<file path="src/rtl/clock_time_ctrl.sv">
// Time-keeping and time-set controller: debounced mode/inc buttons drive a RUN/SET FSM over hh:mm:ss.
// Latency: raw button rise to press pulse is 2 + DEBOUNCE_CYCLES cycles; field/mode updates are visible one cycle after a tick or press.
// Backpressure: none; sec_tick and button presses are consumed in the cycle they appear.
module clock_time_ctrl #(
  parameter int DEBOUNCE_CYCLES = 250000,
  parameter int DB_W            = 18
) (
  input  logic       in_clk,
  input  logic       rst,
  input  logic       sec_tick,
  input  logic       mode_btn,
  input  logic       inc_btn,
  output logic [4:0] hour,
  output logic [5:0] min,
  output logic [5:0] sec,
  output logic [1:0] mode,
  output logic       blink
);

  typedef enum logic [1:0] {
    RUN      = 2'd0,
    SET_HOUR = 2'd1,
    SET_MIN  = 2'd2,
    SET_SEC  = 2'd3
  } state_t;

  localparam logic [DB_W-1:0] DB_LAST = DB_W'(DEBOUNCE_CYCLES - 1);

  // Button index 0 = mode, 1 = inc.
  logic [1:0]      btn_raw;
  logic [1:0]      sync1_q, sync2_q;
  logic [1:0]      acc_q, acc_d;
  logic [1:0]      valid_q, valid_d;
  logic [1:0]      press_q, press_d;
  logic [DB_W-1:0] cnt_q [2];
  logic [DB_W-1:0] cnt_d [2];

  state_t      state_q, state_d;
  logic [4:0]  hour_q, hour_d;
  logic [5:0]  min_q, min_d;
  logic [5:0]  sec_q, sec_d;
  logic        blink_q, blink_d;
  logic        mode_p, inc_p;

  assign btn_raw = {inc_btn, mode_btn};
  assign mode_p  = press_q[0];
  assign inc_p   = press_q[1];

  // Two-flop synchronizers for the asynchronous buttons.
  always_ff @(posedge in_clk or posedge rst) begin
    if (rst) begin
      sync1_q <= '0;
      sync2_q <= '0;
    end else begin
      sync1_q <= btn_raw;
      sync2_q <= sync1_q;
    end
  end

  // Debounce and press detection. Until valid_q is set the accepted level just
  // tracks the synced level without emitting pulses, so a button still held
  // through reset is learned as "already pressed" instead of firing a press.
  always_comb begin
    for (int b = 0; b < 2; b++) begin
      acc_d[b]   = acc_q[b];
      valid_d[b] = valid_q[b];
      cnt_d[b]   = cnt_q[b];
      press_d[b] = 1'b0;
      if (!valid_q[b]) begin
        if ((sync2_q[b] != acc_q[b]) || (sync1_q[b] != sync2_q[b])) begin
          acc_d[b] = sync2_q[b];
          cnt_d[b] = '0;
        end else if (cnt_q[b] == DB_LAST) begin
          valid_d[b] = 1'b1;
          cnt_d[b]   = '0;
        end else begin
          cnt_d[b] = cnt_q[b] + 1'b1;
        end
      end else if (sync2_q[b] == acc_q[b]) begin
        cnt_d[b] = '0;
      end else if (cnt_q[b] == DB_LAST) begin
        acc_d[b]   = sync2_q[b];
        cnt_d[b]   = '0;
        press_d[b] = sync2_q[b];
      end else begin
        cnt_d[b] = cnt_q[b] + 1'b1;
      end
    end
  end

  // Debounce state registers.
  always_ff @(posedge in_clk or posedge rst) begin
    if (rst) begin
      acc_q   <= '0;
      valid_q <= '0;
      press_q <= '0;
      cnt_q[0] <= '0;
      cnt_q[1] <= '0;
    end else begin
      acc_q   <= acc_d;
      valid_q <= valid_d;
      press_q <= press_d;
      cnt_q[0] <= cnt_d[0];
      cnt_q[1] <= cnt_d[1];
    end
  end

  // Mode sequencing, time counting with full carry, field editing and blink.
  always_comb begin
    state_d = state_q;
    hour_d  = hour_q;
    min_d   = min_q;
    sec_d   = sec_q;
    blink_d = blink_q;

    if (state_q == RUN) begin
      blink_d = 1'b0;
      if (sec_tick) begin
        if (sec_q == 6'd59) begin
          sec_d = 6'd0;
          if (min_q == 6'd59) begin
            min_d  = 6'd0;
            hour_d = (hour_q == 5'd23) ? 5'd0 : hour_q + 5'd1;
          end else begin
            min_d = min_q + 6'd1;
          end
        end else begin
          sec_d = sec_q + 6'd1;
        end
      end
    end else begin
      // Time is frozen while editing; ticks only drive the blink phase.
      if (sec_tick) begin
        blink_d = ~blink_q;
      end
      // Mode press takes priority over a coincident inc press.
      if (inc_p && !mode_p) begin
        case (state_q)
          SET_HOUR: hour_d = (hour_q == 5'd23) ? 5'd0 : hour_q + 5'd1;
          SET_MIN:  min_d  = (min_q  == 6'd59) ? 6'd0 : min_q  + 6'd1;
          SET_SEC:  sec_d  = (sec_q  == 6'd59) ? 6'd0 : sec_q  + 6'd1;
          default:  ;
        endcase
      end
    end

    if (mode_p) begin
      blink_d = 1'b0;
      case (state_q)
        RUN:      state_d = SET_HOUR;
        SET_HOUR: state_d = SET_MIN;
        SET_MIN:  state_d = SET_SEC;
        default:  state_d = RUN;
      endcase
    end
  end

  // FSM and time registers.
  always_ff @(posedge in_clk or posedge rst) begin
    if (rst) begin
      state_q <= RUN;
      hour_q  <= 5'd0;
      min_q   <= 6'd0;
      sec_q   <= 6'd0;
      blink_q <= 1'b0;
    end else begin
      state_q <= state_d;
      hour_q  <= hour_d;
      min_q   <= min_d;
      sec_q   <= sec_d;
      blink_q <= blink_d;
    end
  end

  assign hour  = hour_q;
  assign min   = min_q;
  assign sec   = sec_q;
  assign mode  = state_q;
  assign blink = blink_q;

endmodule

</file>
<file path="config.mk">
export PLATFORM = sky130hd
export DESIGN_NAME = clock_time_ctrl
export DESIGN_NICKNAME = d
export VERILOG_FILES = /design/src/rtl/clock_time_ctrl.sv
export SDC_FILE = /design/constraint.sdc
export NUM_CORES = 1
export LEC_CHECK = 0
export ABC_CLOCK_PERIOD_IN_PS = 4800
export CORE_MARGIN = 4
export CORE_UTILIZATION = 50
export CTS_BUF_LIST = sky130_fd_sc_hd__clkbuf_8
export DETAILED_ROUTE_END_ITERATION = 7
export GPL_TIMING_DRIVEN = 0
export PLACE_DENSITY = 0.7
export REMOVE_ABC_BUFFERS = 1
export SYNTH_ARGS = -nofsm -noshare
export SYNTH_HDL_FRONTEND = slang
export SYNTH_SLANG_ARGS = --single-unit
</file>
<file path="constraint.sdc">
create_clock -name in_clk -period 4.8 [get_ports in_clk]
set_clock_uncertainty 0.15 [all_clocks]
set_input_delay 0.96 -clock in_clk [delete_from_list [all_inputs] [get_ports in_clk]]
set_output_delay 0.96 -clock in_clk [all_outputs]
set_load 0.005 [all_outputs]
</file>
Word level (Yosys, flattened, before mapping)
Cells that the tools add are included.
Word-level totals
  bits of input ports: 5
  register bits: 66
  latch bits: 0
  memories kept: 0
  memory bits (read-only): 0
  RAM bits: 0
  logic and storage cells: 107
Operators by class
  add/subtract/negate cells: 5
  shifts and indexed selects: 0
  reductions and logical operators: 17
  eq/ne operators: 21
  multipliers: 0
  div/mod/pow operators: 0
  order comparisons: 0
  mux-type cells: 50
  bitwise operators: 1
Operators by type and width (number)
  18-bit two-way mux: 8
  6-bit two-way mux: 11
  18-bit by 1-bit adder with 18-bit output (second input constant): 2
  18-bit == test (second input constant): 2
  5-bit two-way mux: 7
  1-bit two-way mux: 23
  6-bit by 1-bit adder with 6-bit output (second input constant): 2
  6-bit == test (second input constant): 2
  2-bit nonzero test: 6
  3-bit AND reduction: 3
  2-bit by 1-bit != test with 1-bit output (second input constant): 4
  2-bit != test (second input constant): 3
  2-bit case mux with 3 select lines: 1
  5-bit by 1-bit adder with 5-bit output (second input constant): 1
  5-bit == test (second input constant): 1
  5-bit AND reduction: 1
  2-bit == test (second input constant): 2
  1-bit != test: 4
  4-bit AND reduction: 1
  3-bit nonzero test: 1
  1-bit == test: 2
  2-bit by 1-bit == test with 1-bit output (second input constant): 1
  2-bit logical NOT: 1
  1-bit logical OR: 2
  3 further kinds: 3

Logic depth before layout (Yosys ltp)
Gate-level depths: netlist (run 1).
  depth after elaboration: 6
  depth in mapped cells: 7
  gate-level depth less buffers: 7

Worst setup path before layout (run 1)
OpenSTA, ideal clock, no wires.
  path type: input-to-reg
  start: in sec_tick
  end: reg hour_q[3] (netlist: hour[3])
  stages on the path: 5
  slack: 2.738 ns
  data arrival time: 1.784 ns
  cells stage by stage: nand2_1 -> o21ai_1 -> inv_1 -> nor3_2 -> mux2_1
Between the ends
  word-level cells in the longest chain between the ends: 2
Ends and longest elaborated chain
  from (decl): line 10  | input logic sec_tick,
  2-bit != test (no line)
  5-bit AND reduction (no line)
  to (signal assigned): line 168  | hour_q <= hour_d;
  to (decl): line 39  | logic [4:0] hour_q, hour_d;
Every way passes these cells.
A chain may end at the register's enable or synchronous reset.

Worst setup path in the final report (run 1)
  start: reg min_q[2] (netlist: min[2])
  end: out min[2]
RTL lines
  from (decl): line 40  | logic [5:0] min_q, min_d;
  from (signal assigned): line 169  | min_q <= min_d;
  to (decl): line 14  | output logic [5:0] min,
No word-level cell between the ends.

==> summary.md, run 1 <==
| Metric | Value |
|---|---|
| Critical path's slowest cell | `clkdlybuf4s50_1` |
| DR vias | `between 2000 and 2500` |
| Prevailing post-synth register cell | `dfrtp_1` |
| ANT cells | `0` |
| Initial DRC Count | `approximately 140` |
| TritonCTS clock tree | `done` |
| Reg clk slew, reported paths | `about 0.07 ns` |
| Ys Warns | `0` |
| Die area | `0.008001 mm2` |
| Hold Path Class | `reg -> reg` |
| IO Pins | `25` |
| Register area | `0.001652 mm2` |
| Initial antenna violation count | `0` |
| Synthesized cell area | `approximately 0.0033 mm2` |
| Setup TNS | `0 ns` |
| CP top delay family | `buffers and inverters` |
| Outcome | `completed` |
| CP required | `3.69 ns` |
| Critical Path Start | `min[2]$_DFFE_PP0P_` |
| CP Max Fanout | `7` |
| Largest net degree at the start of global routing | `41` |
| Worst Hold Launch | `sync1_q[1]$_DFF_PP0_` |
| Worst setup EP type | `output pin` |
| PostCTS Resize Cnt | `0` |
| Main area contributors after synthesis | `dfrtp_1 (50%), nor2_1 (5.4%), xor2_1 (5.0%), xnor2_1 (4.5%), nand3_1 (3.5%)` |
| Critical R2R Launch | `mode[1]$_DFFE_PP0P_` |
| Worst skew pair latency | `approximately 0.33 ns` |
| Cell taking the most area after synthesis | `dfrtp_1` |
| Critical Path AT | `1.37 ns` |
| Syn avg cell area | `about 11 um2` |
| Wire length per cell | `roughly 13 um` |
| Max Slew Vio Count | `0` |
| EDFF count, synth | `0` |
| Leakage dissipation | `1.632 nW` |
| Hold_buf cts | `0` |
| Hold slack | `approximately 0.26 ns` |
| FMAX | `approximately 0.40 GHz` |
| RSZ-0062 raised after global routing | `no` |
| Seq/Total Area, Yosys | `0.4979` |
| Crit path launch type | `flip-flop` |
| Synthesis-stage register bit count | `66` |
| Clock sink total | `66` |
| Hold Vio Cnt, Final | `0` |
| Layout cell share with drive strength beyond 1 | `0.1282` |
| Final setup vio count | `0` |
| CTS Buf Count | `9` |
| Clk buf depth | `2` |
| Die Y | `~89 um` |
| Area of the multi-input gates | `0.001613 mm2` |
| DP Wirelength | `approximately 4 mm` |
| FP Rows | `29` |
| Most frequent cell after synthesis | `dfrtp_1` |
| Clk root buf | `clkbuf_8` |
| Synth top cells by count | `dfrtp_1 (66), nor2_1 (48), nand2_1 (27)` |
| P per Cell Area | `around 350 mW/mm2` |
| All-Layer GR Usage | `0.1587` |
| Crit Path Category | `reg -> out` |
| Async SR Flop Fraction | `1.000` |
| Final antenna-violating net count | `0` |
| Drt first pass iters | `4` |
| Final #Nets | `360` |
| Drt total wl | `around 5.6 mm` |
| CP cell instances | `clkdlybuf4s50_1` |
| CP bufs+invs | `1` |
| Final Cycle Share | `0.5163` |
| CTS H-tree depth | `3` |
| Syn Inst Count | `between 300 and 400` |
| Die X | `slightly below 90 um` |
| DRC | `0` |
| First-pass GRT wire length | `approximately 9.7 mm` |
| GRT overflow | `0` |
| RePlAce Congestion | `0.7966` |
| Number of port buffers | `24` |
| Area growth from synthesis to layout | `17.65%` |
| Core area | `0.006386 mm2` |
| Layout filler cell count | `~530` |
| Longest individual stage delay on the worst path | `0.56 ns` |
| Post-CTS Setup Bufs | `0` |
| Post-synth top area share | `0.4979` |
| Via-per-instance ratio | `5.336` |
| Worst-Margin Slew | `0.8345 ns` |
| Initial core utilization | `0.5194` |
| Vias in the first global route | `around 2200` |
| Max Cap Viol | `0` |
| Max VDD drop | `237.5 uV` |
| Fin crit period | `approximately 2.5 ns` |
| Yosys cell types | `50` |
| Slew headroom | `0.4421` |
-- flip-flops by register name, indices dropped and copies added, names as in the netlist --
| name | flops |
|---|---|
| mode | 2 |
| press_q | 2 |
| acc_q | 2 |
| cnt_q | 36 |
| blink | 1 |
| hour | 5 |
| sync1_q | 2 |
| sec | 6 |
| sync2_q | 2 |
| valid_q | 2 |
| min | 6 |
-- stage by stage --
step	instance area (um2)	power, mW	utilization	worst slack (ns)	cells
after detailed placement	3651	0.8142	0.5717	2.053	412
after floorplan	3294	0.7240	-	2.035	310
after global routing	3902	1.442	0.6111	2.227	428
final	3902	1.374	0.6111	2.322	428
after global placement	3631	0.8074	0.5686	0.8998	411
after CTS	3902	1.396	0.6111	2.293	428
-- layout by cell type, fill, tap and decap left out, types with 5 or more instances in the layout --
cell	netlist	layout
dfrtp_1	66	66
nor2_1	48	48
nand2_1	27	27
clkdlybuf4s50_1	0	24
nand3_1	23	23
xor2_1	19	19
xnor2_1	17	17
nor3_1	11	11
clkbuf_8	0	11
o21ai_0	9	9
ha_1	9	9
inv_1	8	7
mux2_2	6	6
nand3b_1	5	5
nand4_1	5	5
-- cell families (layout without fill, tap and decap cells) --
group,after synthesis,after routing,synth area share
compound gates,31,31,0.07205
xor+xnor,36,36,0.09506
fa+ha+maj,9,9,0.03395
buf+inv,10,49,0.01584
flops,66,66,0.4979
mux,8,8,0.02678
simple gates,152,152,0.2584
-- worst paths after layout --
kind	endpoint	slack [ns]	cells after the start
min reg2reg	sync2_q[1]$_DFF_PP0_	0.26	0
max	min[2]	2.32	1
max in group asynchronous	cnt_q[5]$_DFF_PP0_	3.02	3
max reg2reg	hour[3]$_DFFE_PP0P_	2.70	7
min	sync2_q[1]$_DFF_PP0_	0.26	0
min in group asynchronous	sec[4]$_DFFE_PP0P_	0.86	2
-- area by class of cell --
class / instances / area share
multi-input cells: 236 / 0.4133
inverters: 8 / 0.007695
clock buffers: 11 / 0.03879
well taps: 77 / 0.02469
repair buffers: 25 / 0.06669
flip-flops and latches: 66 / 0.4232
clock inverters: 5 / 0.02565
-- where the power goes --
part,switching (mW),total (mW),internal (mW),leakage (nW)
clock,0.202,0.573,0.372,0.129
combinational,0.0695,0.163,0.0934,0.624
sequential,0.0469,0.638,0.591,0.879
total,0.318,1.37,1.06,1.63
-- layer usage --
| layer | vias up | part of all wire | GRT usage |
|---|---|---|---|
| met5 | - | 0 | 0 |
| met4 | 0 | 0.018 | 0.08525 |
| met3 | 10 | 0.048 | 0.04516 |
| met2 | 40 | 0.44 | 0.2371 |
| met1 | 1074 | 0.49 | 0.2087 |
| li1 | 1160 | - | - |
Power figures use the tool's default switching activity.
==> inputs of run 2 (changes only) <==
--- a/config.mk
+++ b/config.mk
@@ -5,13 +5,13 @@
 export SDC_FILE = /design/constraint.sdc
 export NUM_CORES = 1
 export LEC_CHECK = 0
-export ABC_CLOCK_PERIOD_IN_PS = 4800
+export ABC_CLOCK_PERIOD_IN_PS = 2050
 export CORE_MARGIN = 4
 export CORE_UTILIZATION = 50
 export CTS_BUF_LIST = sky130_fd_sc_hd__clkbuf_8
 export DETAILED_ROUTE_END_ITERATION = 7
 export GPL_TIMING_DRIVEN = 0
-export PLACE_DENSITY = 0.7
+export PLACE_DENSITY = 0.73
 export REMOVE_ABC_BUFFERS = 1
 export SYNTH_ARGS = -nofsm -noshare
 export SYNTH_HDL_FRONTEND = slang
==> constraint.sdc (replaced) <==
create_clock -name in_clk -period 2.05 [get_ports in_clk]
set_clock_uncertainty 0.15 [all_clocks]
set_input_delay 0.41 -clock in_clk [delete_from_list [all_inputs] [get_ports in_clk]]
set_output_delay 0.41 -clock in_clk [all_outputs]
set_load 0.005 [all_outputs]
==> run 2 against run 1 <==
Effect of this change:
- sequential share of layout area grew 0.15 points
- largest cell class is now multi-input gates
- highest routed layer unchanged
- combinational power grew to 2.5 times the previous value
- critical path depth is the same
- worst setup slack lost 2.2 ns
- flip-flop and latch count is the same
- cell count grew 0.23%
- largest power group unchanged
- count of clock-buffer cells in the layout shrank 1
==> summary.md, run 2 (synthesized netlist as in run 1, its figures left out) <==
| Metric | Value |
|---|---|
| Critical R2R Launch | `min[0]$_DFFE_PP0P_` |
| Critical path's slowest cell | `clkdlybuf4s50_1` |
| Via-per-instance ratio | `5.490` |
| Longest individual stage delay on the worst path | `between 0.5 and 0.6 ns` |
| Final Power | `between 2 and 3 mW` |
| First-pass GRT wire length | `approximately 10 mm` |
| CP Max Fanout | `7` |
| Area after DPL | `roughly 0.0037 mm2` |
| Seq pwr share | `0.530` |
| CP top delay family | `buffers and inverters` |
| RePlAce Congestion | `slightly below 0.8` |
| Critical path depth | `1` |
| Outcome | `completed` |
| Comb power frac | `0.146` |
| Clock Power Share | `0.324` |
| Hold slack | `around 0.24 ns` |
| Worst-Margin Slew | `approximately 0.56 ns` |
| Critical Path AT | `~1.4 ns` |
| Final Cycle Share | `0.9403` |
| Worst skew pair latency | `about 0.34 ns` |
| Reg clk slew, reported paths | `around 0.070 ns` |
| Vias in the first global route | `2258` |
| Number of port buffers | `24` |
| GRT overflow | `0` |
| Final antenna-violating net count | `0` |
| Core area | `0.006386 mm2` |
| Most frequent cells in the layout | `dfrtp_1 (66), nor2_1 (47), nand2_1 (27)` |
| Die X | `between 80 and 90 um` |
| Die Y | `89.45 um` |
| Hold Vio Cnt, Final | `0` |
| FMAX | `0.5188 GHz` |
| Drt total wl | `about 5.9 mm` |
| TritonCTS clock tree | `done` |
| Largest net degree at the start of global routing | `between 40 and 50` |
| Setup WS post-layout | `0.1224 ns` |
| CP cell instances | `clkdlybuf4s50_1` |
| Hold Path Class | `reg -> reg` |
| Max Slew Vio Count | `0` |
| Cell area after layout | `roughly 0.0039 mm2` |
| Initial DRC Count | `97` |
| CP required | `around 1.5 ns` |
| Sw power | `~740 uW` |
| DR vias | `approximately 2400` |
| Final Core Density | `0.6089` |
| Worst setup EP type | `output pin` |
| Initial antenna violation count | `0` |
| Reg2Reg Capture Point | `hour[3]$_DFFE_PP0P_` |
| Area growth from synthesis to layout | `17.24%` |
| Leakage dissipation | `roughly 1.6 nW` |
| P per Cell Area | `approximately 720 mW/mm2` |
| Drt first pass iters | `4` |
| Clk buf depth | `2` |
| Initial core utilization | `0.5194` |
| Slew headroom | `0.6225` |
| CTS Buf Count | `9` |
| Layout cell share with drive strength beyond 1 | `0.1534` |
| CTS H-tree depth | `3` |
| Crit Path Category | `reg -> out` |
| End point of the critical path | `min[2]` |
| Commonest non-fill, non-tap cell in the layout | `dfrtp_1` |
| Reg2reg path depth | `6` |
| Fin crit period | `between 1.5 and 2 ns` |
| CP bufs+invs | `1` |
| ANT cells | `0` |
| Crit path launch type | `flip-flop` |
| Internal power | `just over 2 mW` |
| DP Wirelength | `slightly above 4 mm` |
| Max VDD drop | `about 480 uV` |
| Final #Nets | `363` |
| Switch share | `0.2646` |
| DRC | `0` |
| Critical Path Start | `min[2]$_DFFE_PP0P_` |
| Max reg flops | `36` |
| IO Pins | `25` |
| Largest Register | `cnt_q` |
| Max Cap Viol | `0` |
| Post-place setup slack | `-0.1367 ns` |
| FP Rows | `29` |
| Wire length per cell | `between 10 and 15 um` |
| Die area | `between 0.008 and 0.009 mm2` |
| Reg2Reg Setup Slack | `between 0.1 and 0.15 ns` |
| Clock sink total | `66` |
| Final setup vio count | `0` |
| All-Layer GR Usage | `0.1677` |
| Clk root buf | `clkbuf_8` |
## run 2: cell type report
class / instances / area [um2]
Inverter: 8 / 30.03
Clock buffer: 10 / 137.6
Timing Repair Buffer: 28 / 282.8
Sequential cell: 66 / 1652
Fill cell: 532 / 2497
Clock inverter: 4 / 20.02
Multi-Input combinational cell: 236 / 1670
Tap cell: 77 / 96.34
## run 2: metrics by stage
stage                        TNS, ns  cells
after floorplan               -10.88    310
after global placement        -84.71    411
after detailed placement     -0.8175    412
after CTS                          0    426
after global routing      -0.0009548    429
final                              0    429
## run 2: power by group through the flow
stage          clock network [mW]  logic (mW)  registers (mW)
3_5_place_dp                    0       0.393            1.52
4_1_cts                     0.947       0.396            1.49
2_1_floorplan                   0       0.193            1.50
3_3_place_gp                    0       0.377            1.51
5_1_grt                      1.01       0.462            1.51
6_report                    0.911       0.412            1.49
## run 2: worst min path at each step
stage,from,end,slack [ns],cells past startpoint
2_1_floorplan,sync1_q[0]$_DFF_PP0_,sync2_q[0]$_DFF_PP0_,0.22,0
3_3_place_gp,sync1_q[1]$_DFF_PP0_,sync2_q[1]$_DFF_PP0_,0.22,0
3_5_place_dp,sync1_q[1]$_DFF_PP0_,sync2_q[1]$_DFF_PP0_,0.23,0
4_1_cts,sync1_q[1]$_DFF_PP0_,sync2_q[1]$_DFF_PP0_,0.25,0
5_1_grt,sync1_q[0]$_DFF_PP0_,sync2_q[0]$_DFF_PP0_,0.26,0
6_report,sync1_q[1]$_DFF_PP0_,sync2_q[1]$_DFF_PP0_,0.24,0
## run 2: per-layer routing
metal / up-vias / wire length [um] / global-route usage / share of wire
met4: 0 / 147 / 0.09743 / 0.025
met2: 43 / 2720 / 0.2719 / 0.46
met3: 10 / 226 / 0.03134 / 0.038
met1: 1142 / 2798 / 0.2087 / 0.47
li1: 1160 / - / - / -
met5: - / 0 / 0 / 0
## run 2: what timing repair did
| action | 4_1_cts | 5_1_grt |
|---|---|---|
| gates resized for setup | 4 | 8 |
| pin swaps | 0 | 1 |
| setup buffers | 0 | 3 |
| hold buffers | 0 | 0 |
| setup endpoints to repair | 21 | 40 |
==> inputs of run 3 (changes only) <==
--- a/config.mk
+++ b/config.mk
@@ -7,11 +7,10 @@
 export LEC_CHECK = 0
 export ABC_CLOCK_PERIOD_IN_PS = 2050
 export CORE_MARGIN = 4
-export CORE_UTILIZATION = 50
+export CORE_UTILIZATION = 30
 export CTS_BUF_LIST = sky130_fd_sc_hd__clkbuf_8
 export DETAILED_ROUTE_END_ITERATION = 7
-export GPL_TIMING_DRIVEN = 0
-export PLACE_DENSITY = 0.73
+export MAX_ROUTING_LAYER = met4
 export REMOVE_ABC_BUFFERS = 1
 export SYNTH_ARGS = -nofsm -noshare
 export SYNTH_HDL_FRONTEND = slang
==> run 3 against run 2 <==
Effect of this change:
- sequential share of layout area down 1.9 points
- critical path depth unchanged
- first-iteration DRC count up 93%
==> summary.md, run 3 (synthesized netlist as in run 1, its figures left out) <==
| Metric | Value |
|---|---|
| WL met1 | `just under 3 mm` |
| Wire length per cell | `between 10 and 15 um` |
| Max VDD drop | `between 300 and 400 uV` |
| P per Cell Area | `approximately 810 mW/mm2` |
| Max Slew Vio Count | `0` |
| Layout cell share with drive strength beyond 1 | `0.1560` |
| First-pass GRT wire length | `10.36 mm` |
| ANT cells | `0` |
| Leakage dissipation | `1.682 nW` |
| FMAX | `around 0.51 GHz` |
| Critical Path AT | `~1.4 ns` |
| Crit Path Category | `reg -> out` |
| Commonest non-fill, non-tap cell in the layout | `dfrtp_1` |
| RePlAce Congestion | `0.7451` |
| Vias in the first global route | `approximately 2300` |
| CTS Buf Count | `9` |
| Initial core utilization | `0.3060` |
| Hold Vio Cnt, Final | `0` |
| Clk buf depth | `2` |
| Clock sink total | `66` |
| Die X | `approximately 110 um` |
| PostCTS Resize Cnt | `0` |
| CP cell instances | `clkdlybuf4s50_1` |
| # placed instances | `~480` |
| Final setup vio count | `0` |
| Outcome | `completed` |
| Die Y | `113.2 um` |
| Longest individual stage delay on the worst path | `~0.56 ns` |
| Hold_buf cts | `0` |
| CP Max Fanout | `7` |
| Setup WS post-layout | `0.08879 ns` |
| IO Pins | `25` |
| RSZ-0062 raised after global routing | `no` |
| CP required | `between 1 and 1.5 ns` |
| Met3 wire len | `~260 um` |
| Top Layer Used | `met4` |
| Via-per-instance ratio | `4.673` |
| CP top delay family | `buffers and inverters` |
| DRC | `0` |
| Critical Path Start | `min[2]$_DFFE_PP0P_` |
| Final antenna-violating net count | `0` |
| Worst setup EP type | `output pin` |
| Number of port buffers | `24` |
| Critical path's slowest cell | `clkdlybuf4s50_1` |
| Worst-Margin Slew | `~0.42 ns` |
| Final #Nets | `368` |
| TritonCTS clock tree | `done` |
| Max reg flops | `36` |
| Critical R2R Launch | `min[1]$_DFFE_PP0P_` |
| CTS H-tree depth | `3` |
| Hold Path Class | `reg -> reg` |
| FP Rows | `38` |
| DR vias | `about 2300` |
| DP Wirelength | `between 4 and 5 mm` |
| Layout Cells excl Fill | `between 400 and 500` |
| Max Cap Viol | `0` |
| Worst Hold Launch | `sync1_q[1]$_DFF_PP0_` |
| All-Layer GR Usage | `0.1026` |
| Post-CTS Setup Bufs | `0` |
| Most frequent cells in the layout | `dfrtp_1 (66), nor2_1 (48), nand2_1 (27)` |
| Initial antenna violation count | `0` |
| Largest Register | `cnt_q` |
| GRT overflow | `0` |
| Crit path launch type | `flip-flop` |
| Area growth from synthesis to layout | `22.86%` |
| Post-place setup slack | `~0.027 ns` |
| Reg clk slew, reported paths | `around 0.070 ns` |
| Setup TNS | `0 ns` |
| Fin crit period | `between 1.5 and 2 ns` |
| Largest net degree at the start of global routing | `67` |
| Drt first pass iters | `4` |
| Die area | `roughly 0.013 mm2` |
| CP bufs+invs | `1` |
| Drt total wl | `roughly 6.0 mm` |
| Core area | `0.01084 mm2` |
| Worst skew pair latency | `roughly 0.34 ns` |
| Slew headroom | `0.7189` |
| Final Cycle Share | `0.9567` |
| Met2 Routed Length | `~2.7 mm` |
| Initial DRC Count | `between 150 and 200` |
| Clk root buf | `clkbuf_8` |
-- run 3: cell count changes in the layout (fill, tap and decap cells not counted), sizes merged --
| cell | change |
|---|---|
| clkinv | -2 |
| buf | +5 |
| clkbuf | +1 |
| bufinv | +3 |
-- run 3: cell type report --
type / count / area, um2
Multi-Input combinational cell: 236 / 1622
Tap cell: 140 / 175.2
Clock inverter: 5 / 100.1
Clock buffer: 11 / 151.4
Timing Repair Buffer: 33 / 345.3
Inverter: 8 / 30.03
Fill cell: 1065 / 6765
Sequential cell: 66 / 1652
-- run 3: path summary, 6_finish.rpt --
path	end	slack (ns)	cells past startpoint
setup / recovery	min[2]	0.09	1
hold / removal	sync2_q[1]$_DFF_PP0_	0.25	0
setup reg to reg	hour[1]$_DFFE_PP0P_	0.13	6
hold reg to reg	sync2_q[1]$_DFF_PP0_	0.25	0
max in group asynchronous	cnt_q[19]$_DFF_PP0_	1.14	3
min in group asynchronous	valid_q[0]$_DFF_PP0_	0.29	3
-- run 3: metal layers --
metal	GRT usage	vias up
li1	-	1172
met1	0.1321	1108
met2	0.1505	39
met3	0.02032	13
met4	0.05849	0
met5	-	-
-- run 3: power by group --
group	leakage [nW]	switching, mW	internal (mW)
clock	0.129	0.500	0.871
combinational	0.674	0.181	0.245
sequential	0.879	0.102	1.38
total	1.68	0.782	2.50
-- run 3: through the flow --
| stage | cell area (um2) | hold slack (ns) | power [mW] | utilization |
|---|---|---|---|---|
| 6_report | 4075 | 0.2463 | 3.281 | 0.3759 |
| 5_1_grt | 4075 | 0.2694 | 3.438 | 0.3759 |
| 4_1_cts | 4066 | 0.2489 | 3.339 | 0.3751 |
| 3_5_place_dp | 3815 | 0.2327 | 1.945 | 0.3519 |
| 3_3_place_gp | 3815 | 0.2268 | 1.933 | 0.3519 |
| 2_1_floorplan | 3294 | 0.2168 | 1.695 | - |
